`src/rtl/ram_arbiter_2p.sv`:
```
// Two-requester arbiter for a single-port RAM: round-robin grant, latched command,
// fixed 2-cycle write and 3-cycle read sequencing with per-requester completion.
module ram_arbiter_2p #(
  parameter int ADDR_W = 4,
  parameter int DATA_W = 8
) (
  input  logic              clk,
  input  logic              rst,
  input  logic              req_a,
  input  logic              req_b,
  input  logic              rw_n_a,
  input  logic              rw_n_b,
  input  logic [ADDR_W-1:0] addr_a,
  input  logic [ADDR_W-1:0] addr_b,
  input  logic [DATA_W-1:0] din_a,
  input  logic [DATA_W-1:0] din_b,
  output logic              gnt_a,
  output logic              gnt_b,
  output logic              done_a,
  output logic              done_b,
  output logic [DATA_W-1:0] rdata_a,
  output logic [DATA_W-1:0] rdata_b,
  output logic              busy,
  output logic              ram_rw_n,
  output logic [ADDR_W-1:0] ram_addr,
  output logic [DATA_W-1:0] ram_din,
  input  logic [DATA_W-1:0] ram_dout
);

  typedef enum logic [1:0] {IDLE, ISSUE, CAPT} state_t;

  state_t              state;
  logic                cmd_rw_n;
  logic [ADDR_W-1:0]   cmd_addr;
  logic [DATA_W-1:0]   cmd_din;
  logic                cmd_owner;
  logic                last_b;
  logic                can_grant;
  logic                issue_on;

  assign can_grant = (state == IDLE) && rst;
  // On a tie the requester that did not win last time takes the grant.
  assign gnt_a = can_grant && req_a && (!req_b || last_b);
  assign gnt_b = can_grant && req_b && (!req_a || !last_b);
  assign busy  = (state != IDLE);

  // Gating with rst keeps a write aborted by reset from reaching the RAM edge.
  assign issue_on = (state == ISSUE) && rst;
  assign ram_rw_n = issue_on ? cmd_rw_n : 1'b1;
  assign ram_addr = cmd_addr;
  assign ram_din  = issue_on ? cmd_din : '0;

  always_ff @(posedge clk) begin
    if (!rst) begin
      state     <= IDLE;
      done_a    <= 1'b0;
      done_b    <= 1'b0;
      rdata_a   <= '0;
      rdata_b   <= '0;
      last_b    <= 1'b1;
      cmd_rw_n  <= 1'b0;
      cmd_addr  <= '0;
      cmd_din   <= '0;
      cmd_owner <= 1'b0;
    end else begin
      done_a <= 1'b0;
      done_b <= 1'b0;
      case (state)
        IDLE: begin
          if (gnt_a || gnt_b) begin
            cmd_rw_n  <= gnt_b ? rw_n_b : rw_n_a;
            cmd_addr  <= gnt_b ? addr_b : addr_a;
            cmd_din   <= gnt_b ? din_b  : din_a;
            cmd_owner <= gnt_b;
            last_b    <= gnt_b;
            state     <= ISSUE;
          end
        end
        ISSUE: begin
          if (cmd_rw_n) begin
            state <= CAPT;
          end else begin
            state  <= IDLE;
            done_a <= !cmd_owner;
            done_b <= cmd_owner;
          end
        end
        CAPT: begin
          if (cmd_owner) rdata_b <= ram_dout;
          else           rdata_a <= ram_dout;
          done_a <= !cmd_owner;
          done_b <= cmd_owner;
          state  <= IDLE;
        end
        default: state <= IDLE;
      endcase
    end
  end

endmodule
```
`config.mk`:
```
export PLATFORM = sky130hd
export DESIGN_NAME = ram_arbiter_2p
export DESIGN_NICKNAME = d
export VERILOG_FILES = /design/src/rtl/ram_arbiter_2p.sv
export SDC_FILE = /design/constraint.sdc
export NUM_CORES = 1
export LEC_CHECK = 0
export ABC_CLOCK_PERIOD_IN_PS = 1900
export BUFFER_PORTS_ARGS = -buffer_cell sky130_fd_sc_hd__buf_2
export CAP_MARGIN = 10
export CORE_UTILIZATION = 45
export DETAILED_ROUTE_END_ITERATION = 8
export PLACE_DENSITY = 0.79
export SYNTH_ARGS = -nofsm -noshare
export SYNTH_HDL_FRONTEND = slang
export SYNTH_SLANG_ARGS = --single-unit
```
`constraint.sdc`:
```
create_clock -name clk -period 1.9 [get_ports clk]
set_input_delay 0.475 -clock clk [delete_from_list [all_inputs] [get_ports clk]]
set_output_delay 0.475 -clock clk [all_outputs]
set_load 0.03 [all_outputs]
```
# [Word-level counts from Yosys, hierarchy flattened]
# Index checks and enable logic that the tools add are counted.
[totals] ff_bits=35 in_bits=38 out_inout_bits=34 word_cells=44
[classes] n_eq_ne=3 n_mux=12 bitwise_logic=1 n_reduce_logical=18
[op_table] op="8-bit 2-to-1 mux" count=2
[op_table] op="1-bit logical AND" count=6
[op_table] op="2-bit AND reduction" count=3
[op_table] op="1-bit zero test" count=4
[op_table] op="1-bit 2-to-1 mux" count=4
[op_table] op="2-bit 2-to-1 mux" count=2
[op_table] op="4-bit 2-to-1 mux" count=1
[op_table] op="1-bit case mux with 2 select lines" count=2
[op_table] op="2-bit case mux with 2 select lines" count=1
[op_table] op="1-bit logical OR" count=3
[op_table] op="2-bit by 1-bit equality test with 1-bit output, second input constant" count=1
[op_table] op="2-bit equality test, second input constant" count=1
[op_table] op="2-bit zero test" count=1
[op_table] op="2-bit by 1-bit inequality test with 1-bit output, second input constant" count=1
[op_table] op="2-bit nonzero test" count=1
[op_table] op="1-bit NOT" count=1

# [Logic depth before layout (Yosys ltp)]
# Gate-level depths: netlist of run 1.
[depth] ltp_word=7 mapped_depth=8

# [Worst setup path before layout of run 1]
# No wires, ideal clock.
[synth_timing] path_kind="register -> output" start="register state[0]" end="output port gnt_b" arrival_time_ns=1.372 required_time_ns=1.425 setup_slack_ns=0.053 path_stages_with_launch=7 path_buffers=2 cell_sequence="dfxtp_1 inv_1 ha_1 buf_4 nand3_1 buf_2 nor2_1"
[synth_via] elab_chain_cells=4
[synth_lines] element="start: declaration" line_no="32" text="state_t state;"
[synth_lines] element="start signal: assignment" line_no="55" text="state <= IDLE;"
[synth_lines] element="start signal: assignment" line_no="76" text="state <= ISSUE;"
[synth_lines] element="start signal: assignment" line_no="81" text="state <= CAPT;"
[synth_lines] element="2-bit zero test" line_no="41" text="assign can_grant = (state == IDLE) && rst;"
[synth_lines] element="1-bit logical AND" line_no="41"
[synth_lines] element="1-bit logical AND (2 in a row)" line_no="44" text="assign gnt_b = can_grant && req_b && (!req_a || !last_b);"
[synth_lines] element="end: declaration" line_no="18" text="output logic gnt_b,"
# No other way between the ends.

# [Worst setup path after layout of run 1]
[layout_timing] start="register state[0]" end="output port gnt_a"
[layout_via] elab_chain_cells=4
[layout_lines] element="2-bit zero test" line_no="41"
[layout_lines] element="1-bit logical AND" line_no="41"
[layout_lines] element="1-bit logical AND (2 in a row)" line_no="43" text="assign gnt_a = can_grant && req_a && (!req_b || last_b);"
[layout_lines] element="end: declaration" line_no="17" text="output logic gnt_a,"
# No other way between the ends.

==> results.txt, run 1 <==
- H-tree depth: 2
- Clock-pin slew was measured on the worst setup and hold paths at approximately 0.10 ns.
- Final standard cell count with taps included and fillers excluded: around 320
* Area growth from synthesis to final layout: 30.3%
- After routing the design area is 0.00208 sq mm.
- The later pin in the worst-skew pair is clocked with a latency of 0.34 ns.
* Most instantiated cells after synthesis: dfxtp_1, nand2_1, a21oi_1, o21ai_0
- Category of the worst setup path capture point: output pin
* Total GRT Usage: 23.1%
* Post-CTS setup buffer count: 0
- Period minus WS final: about 1.9 ns
* Slew at the pin closest to its max-slew limit: around 0.48 ns
- Max-cap violation count: 0
* Arrival time reported for the critical path endpoint: 1.38 ns
- Fraction of synthesis flops using an asynchronous set or reset pin: 0%
- The count of pins over their slew limit came to 0.
- Worst-case clock buffer depth: 2
- After technology mapping, the gate count stands at 198.
* Pin count of the biggest net entering global routing: 19
* Seq/Total Area, Yosys: between 40% and 50%
* Vias in the first global route: around 1500
* Inserted Diodes: 0
- For this block, the via count after detailed routing is 1713.
- Routed wire length: 4.00 mm
- dfxtp_1 is the most common cell in the netlist.
- The die covers 0.00379 sq mm.
- In the global route stage, met3 resource usage came out at 6.30%.
* Remaining antenna violation count after routing: 0
- Count of buffers from port buffering: 71
- Placed Cells incl. Taps: ~310
* Average wire per cell in the routed design: 12.7 microns
- Number of warning messages in the yosys log: 0
* Horizontal die dimension: 61.6 microns
* Final period util: 97.9%
- Dividing the synthesized area by the synthesized cell count gives 8.06 sq um.
- I/O Pins: 72
- Leakage dissipation: 0.934 nW
* Final Net Count: 310
- Hold buffer count at CTS: 0
- Layout Utilization: 61.9%
* CTS Sinks: 35
- Detailed placement finished with a half-perimeter wire length of roughly 2.9 mm.
* Endpoint of the worst hold-timing path: rdata_a[6]
- Top area cells in the synthesized netlist: dfxtp_1, nand2_1, a21oi_1
- Initial DRT Pass Iterations: 4
- VDD sags by at most 0.416 mV.
* Root Buffer: clkbuf_4
- Capture point of the worst reg-to-reg path: cmd_din[4]
* Maximum fanout count along the critical path: 3
- Power density of the placed cells: between 800 and 900 mW/mm^2
- Initial cell density of the core: 47.5%
- Global-route wire length before repair: 6.36 mm
- Number of inserted filler cells in the final layout: 340
- The worst hold path passes through 3 cells.
- CTS tree: done
* Critical setup path kind: reg2out
* Worst path required time: between 1 and 1.5 ns
- Antenna violations before repair: 0
* DRC marker count from the first detailed-route iteration: 85
- The critical path starts at state[0].
- Min-Delay Startpoint: ram_dout[6]
* Netlist Area Pre-Place: 0.00160 sq mm
* Status: finished, final reports clean
* Type of origin of the critical path: register
* Grt met1 use: roughly a quarter
- Placer Congestion: roughly 0.73
- Most crowded layer after global routing: met2
* Synth Flop Type: dfxtp_1
* Unique cell type count in the Yosys netlist: 25
- In this run the standard cell core region covers 0.00336 sq mm.
- The placed instances occupy a cell area of 0.00198 sq mm.
- Yosys top cell area share: between 40% and 50%
- Peak clock frequency supported by timing: 538 MHz
- Worst clock skew: 0.00929 ns
- For this run, design rule violations remaining after detail routing come to 0.
- Counting flops with a built-in enable in the synthesized netlist gives 0.
- Via density per instance: 5.44
- In this run the worst hold path is classified as in2reg.
- The startpoint identified for the worst register-to-register timing path is state[0].
* Post-Syn Nets: 240
- TritonCTS created 5 clock buffers.
- The initialized floorplan defines 21 standard-cell rows.
- Total negative slack for setup checks: 0 ns
- Die extent in y: 61.6 microns
- Counting flops and latches in the post-synthesis netlist gives 35.
- Headroom to the max-slew limit came out at 68.1%.
- In the final layout, the share of cells above drive strength 1 is a little over a third.
- Global routing used 40.6% of the available met2 tracks.
- The total overflow left after global routing is 0.
- Worst r2r path cells: 7
- Setup violations remaining at the end of the flow were counted as 0.
- Final hold violations: 0
- dfxtp_1 takes more of the synthesized area than any other cell.
* Flop-to-flop setup slack: 0.30 ns
## flip-flops by register name, indices dropped and copies added (netlist names), 2 cells and up
signal	flops
state	2
cmd_din	8
rdata_b	8
ram_addr	4
rdata_a	8
## timing repair
action                                  in CTS  in global routing
cloned                                       0                  0
pin swaps                                    1                  0
gates resized for setup                      9                  9
endpoints found under the setup margin      12                 11
## layout make-up
| cell class | count | area (sq um) | share of cell area (%) |
|---|---|---|---|
| inverter | 5 | 21.3 | 1.02 |
| clock inverter | 1 | 5.00 | 0.241 |
| clock buffer | 7 | 45.0 | 2.16 |
| tap | 46 | 57.6 | 2.77 |
| multi-input combinational | 139 | 796 | 38.2 |
| timing repair buffer | 82 | 453 | 21.8 |
| sequential | 35 | 703 | 33.8 |
## how the worst max path moves through the flow
stage,end
after floorplan,gnt_b
after global placement,ram_din[2]
after detailed placement,ram_din[0]
after CTS,ram_din[4]
after global routing,gnt_b
final,gnt_a
## metal layers
layer	wire, microns	vias up	share of wire [%]
met5	0	-	0
met4	71	0	1.8
met3	293	7	7.3
met2	1930	76	48
met1	1700	780	43
li1	-	850	-
## kinds of logic (layout without fill, tap and decap cells)
logic type	count (synthesis)	count (layout)	synth area share [%]
AOI/OAI and AO/OA	65	65	22.4
and+or+nand+nor	70	70	22.3
DFF	35	35	43.9
adders and majority gates	4	4	3.13
buffers and inverters	24	95	8.31
## layout by cell type, fill, tap and decap left out, types with 3 or more instances in the layout
master	instances
nand4_1	13
buf_4	11
and3_1	9
nand3_1	11
dfxtp_1	33
buf_2	68
a21oi_1	19
nand2_1	26
o21ai_0	19
o211ai_1	3
clkbuf_4	6
a31oi_1	13
o21ai_1	9
## critical path: stages, from the launching register on
cell	delay (ns)
dfxtp_2	0.38
inv_2	0.07
ha_4	0.16
and2_4	0.13
and3_4	0.17
buf_6	0.13
## where the power goes
| part | leakage [nW] | internal (mW) | switching [mW] |
|---|---|---|---|
| clock | 0.0293 | 0.144 | 0.238 |
| sequential | 0.286 | 0.788 | 0.0409 |
| combinational | 0.619 | 0.185 | 0.281 |
| total | 0.934 | 1.12 | 0.560 |
## stage by stage
step | hold WS (ns) | setup slack, ns | total power [mW]
global route | 0.371 | -0.00517 | 1.77
CTS | 0.371 | -0.0126 | 1.66
floorplan | 0.460 | 0.0526 | 1.14
finish | 0.380 | 0.0406 | 1.68
global placement | 0.440 | 0.269 | 1.26
detailed placement | 0.444 | 0.246 | 1.27
Note: power is estimated with default switching activity, not from simulation.
==> run 2: changes to the inputs <==
--- a/config.mk
+++ b/config.mk
@@ -5,12 +5,14 @@
 export SDC_FILE = /design/constraint.sdc
 export NUM_CORES = 1
 export LEC_CHECK = 0
+export ABC_AREA = 1
 export ABC_CLOCK_PERIOD_IN_PS = 1900
 export BUFFER_PORTS_ARGS = -buffer_cell sky130_fd_sc_hd__buf_2
 export CAP_MARGIN = 10
 export CORE_UTILIZATION = 45
 export DETAILED_ROUTE_END_ITERATION = 8
-export PLACE_DENSITY = 0.79
+export PLACE_DENSITY = 0.78
+export SKIP_LAST_GASP = 1
 export SYNTH_ARGS = -nofsm -noshare
 export SYNTH_HDL_FRONTEND = slang
 export SYNTH_SLANG_ARGS = --single-unit
==> run 2 against run 1 <==
Effect of this change: critical path depth is 2 higher; non-clock buffer count is 4 lower; flip-flop and latch count stayed put; register-to-register slack better by 0.05 ns; via count is 0.47% higher; hold slack better by 0.050 ns; core utilization is 3.5 points higher; largest cell class unchanged.
==> results.txt, run 2 <==
- CTS Sinks: 35 (unchanged)
- Overflow after GRT: 0 (unchanged)
- The horizontal extent of the die is 63.4 microns (+3.0%).
* DRC marker count from the first detailed-route iteration: 118 (+39%)
* Critical setup path kind: reg2out
* Worst-case clock buffer depth: 2 (unchanged)
* EDFF count, synth: 0 (unchanged)
- Setup repair after global routing could not meet its margin everywhere.
- Unique cell type count in the Yosys netlist: 14 (-44%)
- The count of pins over their slew limit was 0 (unchanged).
- The total count of hold-check failures in the final report is 0 (unchanged).
- The via-per-instance ratio was 4.48 (-18%).
- CTS clock-pin slew for the worst setup and hold paths: 0.07 ns (-0.03 ns)
* Post-route cell area: 0.00227 sq mm (+9.0%)
- Power density of the placed cells: 1320 mW/mm^2 (+64%)
- # setup viols final: 0 (unchanged)
- Site row count: 21 (unchanged)
- The worst setup path is captured at an output pin.
- Arrival time reported for the critical path endpoint: 1.38 ns (about the same)
- The number of fill cells in the layout is 349 (+2.6%).
- The pin count of the biggest net entering global routing is 25 (+6).
- The placer's final routability congestion estimate was 0.843 (+16%).
- The global routing met3 resource utilization was 5.62% (-0.69 points).
* Number of warning messages in the yosys log: 0 (unchanged)
* Post-CTS setup buffer count: 0 (unchanged)
* Peak supply drop: 0.702 mV (+69%)
* Vias: 1721 (+0.47%)
- The die height is 63.4 microns (+3.0%).
- The sequential cell area fraction in the yosys report is 41.3% (-2.6 points).
* Mean instance size in the synthesized netlist: 6.48 sq um (-20%)
* Share of cells above drive strength 1: 28.1% (-8.3 points)
- Slew HR: 64.2% (-3.8 points)
* Final worst slack: 0.0400 ns (-0.000601 ns)
- The number of instances in the synthesized netlist was 262 (+32%).
- The number of buffers inserted during clock tree synthesis came to 5 (unchanged).
- The met2 track demand over resource is 34.8% (-5.7 points).
* Post-Syn Nets: 304 (+27%)
- The net total in the final layout is 379 (+22%).
* Yosys top cell area share: 41.3% (-2.6 points)
- Post-synthesis cell type with the largest combined area: dfxtp_1
- Tightest Hold Check Type: in2reg
- Antenna violations before repair: 0 (unchanged)
- H-tree depth: 2 (unchanged)
* Synth Flop Type: dfxtp_1
* Status: finished, final reports clean
- Leading registers by flop count: cmd_din: 8 flops, rdata_a: 8 flops, rdata_b: 8 flops
- Cell Area, Placed: 0.00211 sq mm (+6.8%)
- Top area cells in the synthesized netlist: dfxtp_1, nand2_1, nand3_1
- Die footprint: 0.00402 sq mm (+6.0%)
* Most crowded layer after global routing: met2
* Most used cells in the layout excluding fill and tap cells: buf_2, nand2_1, nor2_1
- In the post-synthesis netlist, the cell with the most instances is nand2_1.
- Slew at the pin closest to its max-slew limit: 0.535 ns (+0.0567 ns)
* Worst clock skew: 0.00313 ns (-0.00615 ns)
- Placed Cells incl. Taps: 376 (+22%)
- Routed wire length: 3.96 mm (-1.0%)
- Peak clock frequency supported by timing: 538 MHz (about the same)
* Grt met1 use: 26.3% (+0.61 points)
* Clock network latency to the later pin of the worst-skew pair: 0.29 ns (-0.05 ns)
- The static power due to leakage is 1.36 nW (+46%).
- TritonCTS built the clock tree.
* Initial DRT Pass Iterations: 4 (unchanged)
- Total GRT Usage: 21.8% (-1.4 points)
* Synthesized flop and latch total: 35 (unchanged)
- Fraction of synthesis flops using an asynchronous set or reset pin: 0% (unchanged)
- The endpoint required time on the critical path was 1.42 ns (about the same).
- STA classifies the critical path startpoint as a register.
* Pre-CTS worst setup slack: 0.217 ns (-0.0293 ns)
- Clock tree synthesis selected as its root buffer the cell clkbuf_8.
* Most instantiated cells after synthesis: nand2_1, nor2_1, inv_1
- Max-cap violation count: 0 (unchanged)
- Remaining antenna violation count after routing: 0 (unchanged)
- Global-route wire length before repair: 6.85 mm (+7.7%)
- Leading cell type in the layout, fill and taps excluded: buf_2
- The area growth from synthesis to layout is 33.6%.
- The final core utilization came to 65.4% (+3.5 points).
- Count of buffers from port buffering: 71 (unchanged)
- Inserted Diodes: 0 (unchanged)
* Final standard cell count with taps included and fillers excluded: 384 (+22%)
* Maximum fanout count along the critical path: 5 (+2)
- The post-route clock period utilization came to 97.9% (about the same).
- Placeable core area: 0.00347 sq mm (+3.1%)
- The synthesized area was 0.00170 sq mm (+6.3%).
- The clock period minus worst slack came to 1.86 ns (+0.000601 ns).
- The HPWL after detailed placement came to 2.98 mm (+2.9%).
- The worst hold margin came to 0.430 ns (+0.0500 ns).
* Average wire per cell in the routed design: 10.3 microns (-19%)
- I/O Pins: 72 (unchanged)
- Vias in the first global route: 1613 (+6.6%)
- DR DRC count: 0 (unchanged)
- Initial cell density of the core: 48.9% (+1.4 points)
## run 2: power by group
part           total [mW]  leakage, nW  internal, mW  switching, mW
Combinational        1.31         1.02         0.437          0.872
Clock               0.681       0.0612         0.424          0.257
Sequential           1.01        0.287         0.922         0.0873
Total                3.00         1.36          1.78           1.22
## run 2: path summary, 6_finish.rpt
| kind | from | endpoint | slack (ns) | cells past startpoint |
|---|---|---|---|---|
| setup / recovery | state[0] | gnt_b | 0.04 | 7 |
| hold reg to reg | rdata_b[7] | rdata_b[7] | 0.48 | 2 |
| setup reg to reg | state[0] | cmd_rw_n | 0.35 | 9 |
| hold / removal | ram_dout[1] | rdata_a[1] | 0.43 | 3 |
## run 2: layer usage
| layer | part of all wire (%) | up-vias |
|---|---|---|
| li1 | - | 945 |
| met1 | 48 | 722 |
| met2 | 45 | 45 |
| met3 | 4.3 | 9 |
| met4 | 2.3 | 0 |
| met5 | 0 | - |
## run 2: final cells by class
| class | count | area, sq um | area share (%) |
|---|---|---|---|
| repair buffers | 78 | 418 | 18.4 |
| well taps | 46 | 57.6 | 2.54 |
| clock buffers | 6 | 82.6 | 3.64 |
| multi-input cells | 170 | 797 | 35.2 |
| inverters | 47 | 176 | 7.78 |
| flip-flops and latches | 35 | 701 | 30.9 |
| clock inverters | 2 | 35.0 | 1.55 |
## run 2: repair_timing
item / CTS / global route
gates cloned: 0 / 0
endpoints found under the setup margin: 10 / 10
hold buffers: 0 / 0
resized for setup: 2 / 11
## run 2: critical path, stage by stage (launching register included)
cell and delay (ns):
dfxtp_1 0.33, inv_2 0.10, ha_4 0.16, nand2_1 0.10, nor2_4 0.12, nand2_2 0.06
inv_1 0.05, clkbuf_4 0.18
## run 2: cells by family after synthesis
logic type	Yosys count	synth area share, %
simple gates	148	37.1
buf+inv	57	13.3
flops	35	41.3
compound gates	18	5.31
fa+ha+maj	4	2.95
## run 2: metrics by stage
stage | power (mW) | TNS [ns]
after floorplan | 1.94 | 0
after detailed placement | 2.28 | 0
after CTS | 2.97 | -0.0598
after global routing | 3.23 | -0.0443
after global placement | 2.25 | 0
final | 3.00 | 0
==> run 3: changes to the inputs <==
--- a/config.mk
+++ b/config.mk
@@ -6,12 +6,12 @@
 export NUM_CORES = 1
 export LEC_CHECK = 0
 export ABC_AREA = 1
-export ABC_CLOCK_PERIOD_IN_PS = 1900
+export ABC_CLOCK_PERIOD_IN_PS = 1700
 export BUFFER_PORTS_ARGS = -buffer_cell sky130_fd_sc_hd__buf_2
 export CAP_MARGIN = 10
-export CORE_UTILIZATION = 45
+export CORE_UTILIZATION = 42
 export DETAILED_ROUTE_END_ITERATION = 8
-export PLACE_DENSITY = 0.78
+export PLACE_DENSITY = 0.77
 export SKIP_LAST_GASP = 1
 export SYNTH_ARGS = -nofsm -noshare
 export SYNTH_HDL_FRONTEND = slang
==> constraint.sdc (replaced) <==
create_clock -name clk -period 1.7 [get_ports clk]
set_input_delay 0.425 -clock clk [delete_from_list [all_inputs] [get_ports clk]]
set_output_delay 0.425 -clock clk [all_outputs]
set_load 0.03 [all_outputs]
==> run 3 against run 2 <==
Effect of this change: the run now ends with setup timing left; cell area up 3.1%; via count is 3.2% higher; core utilization fell by 3.4 points; register-to-register slack lost 0.15 ns; largest cell class unchanged.
==> results.txt, run 3 (synthesis gave the netlist of run 2 again) <==
* Antenna violations before repair: 0 (unchanged)
- The reg2reg setup slack was 0.20 ns (-0.15 ns).
* Inserted Diodes: 0 (unchanged)
* Final hold violations: 0 (unchanged)
- The pin count of the biggest net entering global routing came to 30 (+20%).
- Max-cap violation count: 0 (unchanged)
- The setup path with the least slack is of type reg2out.
- Peak clock frequency supported by timing: 581 MHz
* Final Net Count: 383 (+1.1%)
- The clock latency of the later-clocked register in the worst-skew pair is 0.29 ns (about the same).
- The summed negative setup slack over all endpoints was -0.0221 ns (-0.0221 ns).
- The tree is rooted in a clkbuf_8.
- Worst r2r path cells: 9 (unchanged)
- The I/O pin count is 72 (unchanged).
* Final worst slack: -0.0221 ns (-0.0621 ns)
* Post-DP HPWL: 2.98 mm (about the same)
* Remaining antenna violation count after routing: 0 (unchanged)
* Capture point of the worst reg-to-reg path: cmd_din[2]
- Hold slack final: 0.395 ns (-0.0349 ns)
- Total GRT Usage: 21.0% (-0.75 points)
* Vias: 1776 (+3.2%)
- The worst-case clock buffer depth came to 2 (unchanged).
* Type of origin of the critical path: register
* Most used cells in the layout excluding fill and tap cells: buf_2, nand2_1, inv_1
* Via density per instance: 4.57 (+1.9%)
- The total iterations of the first detailed-routing run is 4 (unchanged).
- Peak supply drop: 0.693 mV (-1.3%)
* Leakage dissipation: 1.37 nW (+0.43%)
- Worst reg2reg path startpoint: state[1]
- The final number of setup-violating endpoints came to 1 (+1).
- The slew at the pin closest to its max-slew limit came to 0.417 ns (-0.118 ns).
- Cell Area, Placed: 0.00212 sq mm (+0.59%)
- The H-tree depth reported by CTS was 2 (unchanged).
- Failing checks: setup timing
* Hold buffer count at CTS: 0 (unchanged)
* Leading cell type in the layout, fill and taps excluded: buf_2
- The endpoint required time on the critical path is 1.27 ns (-0.15 ns).
- Maximum fanout count along the critical path: 4 (-1)
* CTS Sinks: 35 (unchanged)
* Pre-CTS worst setup slack: 0.0740 ns (-0.143 ns)
- The path class of the tightest hold or removal check is in2reg.
- Initial cell density of the core: 45.0% (-3.9 points)
- The overall overflow remaining after global route was 0 (unchanged).
* Worst setup endpoint: gnt_b
* Number of CTS-inserted buffers: 5 (unchanged)
- The arrival time of the worst setup path was 1.30 ns (-0.08 ns).
* Average wire per cell in the routed design: 10.6 microns (+3.0%)
- The maximum clock skew at final layout came to 0.00757 ns (+0.00444 ns).
- The area enclosed by the die boundary came to 0.00430 sq mm (+6.9%).
* Status: finished with violations
* Power density of the placed cells: 1420 mW/mm^2 (+7.5%)
- Period minus WS final: 1.72 ns
- The count of pins over their slew limit was 0 (unchanged).
* Routed wire length: 4.13 mm (+4.3%)
* Category of the worst setup path capture point: output pin
- The number of global-route vias before repair came to 1631 (+1.1%).
- DR DRC count: 0 (unchanged)
* Placeable core area: 0.00377 sq mm (+8.7%)
* Site row count: 22 (+4.8%)
* Global-route wire length before repair: 6.91 mm (+0.80%)
- In the final layout, the registers with the most flip-flops are cmd_din: 8 flops, rdata_a: 8 flops, rdata_b: 8 flops.
* Post-route total power: 3.33 mW (+11%)
* Worst setup path startpoint: state[1]
- CTS tree: done
- The layout cell share with drive strength beyond 1 came to 32.0% (+3.9 points).
- The clock-pin slew reported for the worst setup and hold paths after clock tree synthesis is 0.07 ns (about the same).
* Setup repair after global routing missed its margin: true
- DRC marker count from the first detailed-route iteration: 97 (-18%)
- Final period util: 101%
- The die height came to 65.6 microns (+3.4%).
* Count of buffers from port buffering: 71 (unchanged)
- The horizontal extent of the die was 65.6 microns (+3.4%).
* Slew HR: 72.2% (+7.9 points)
- Relative to the synthesized area, the layout overhead comes to 37.8%.
* Placer Congestion: 0.816 (-3.2%)
- The design area is 0.00234 sq mm (+3.1%).
[run 3: cell types whose count changed in the layout (fill, tap and decap cells not counted), moves of 2 or more]
cell,change
buf_6,+3
clkbuf_4,-3
buf_4,+11
dfxtp_1,-2
nor2_2,+6
inv_4,+2
buf_2,-7
nor2_1,-7
[run 3: routing by layer]
layer	wire length (microns)	GRT usage [%]	share of wire, %	up-vias
met5	0	0	0	-
met3	190	5.38	4.6	6
li1	-	-	-	954
met4	61	8.97	1.5	0
met1	1930	24.3	47	775
met2	1950	36.3	47	41
[run 3: report_power, final]
group          leakage, nW  total (mW)  internal, mW  switching (mW)
sequential           0.288        1.14          1.04           0.106
combinational         1.04        1.61         0.578            1.03
clock               0.0440       0.570         0.280           0.291
total                 1.37        3.33          1.90            1.43
[run 3: final cells by class]
class	instances	area [sq um]
Timing Repair Buffer	82	477
Fill cell	358	1430
Clock inverter	2	13.8
Tap cell	48	60.1
Inverter	47	181
Clock buffer	5	68.8
Multi-Input combinational cell	170	832
Sequential cell	35	706
[run 3: worst max-delay path, cell delays in order (launching register included)]
cell	delay [ns]
dfxtp_2	0.34
inv_4	0.08
ha_4	0.15
nand2_2	0.07
nor2_4	0.12
nand2_2	0.07
inv_2	0.06
buf_6	0.12
[run 3: worst min-delay path by stage]
stage	startpoint	end	cells past startpoint
after CTS	ram_dout[6]	rdata_a[6]	3
after global placement	rdata_b[3]	rdata_b[3]	2
after detailed placement	rdata_b[0]	rdata_b[0]	2
final	ram_dout[6]	rdata_a[6]	3
after global routing	ram_dout[5]	rdata_a[5]	3
after floorplan	cmd_owner	done_a	1
[run 3: what timing repair did]
item / CTS / global route
setup buffers: 3 / 0
resized for setup: 20 / 17
endpoints found under the hold margin: 0 / 0
endpoints found under the setup margin: 10 / 16
pin swaps: 0 / 2
[run 3: metrics by stage]
| stage | util (%) | instances |
|---|---|---|
| 2_1_floorplan | - | 262 |
| 3_3_place_gp | 56.3 | 379 |
| 3_5_place_dp | 56.3 | 379 |
| 4_1_cts | 60.6 | 389 |
| 5_1_grt | 62.0 | 389 |
| 6_report | 62.0 | 389 |
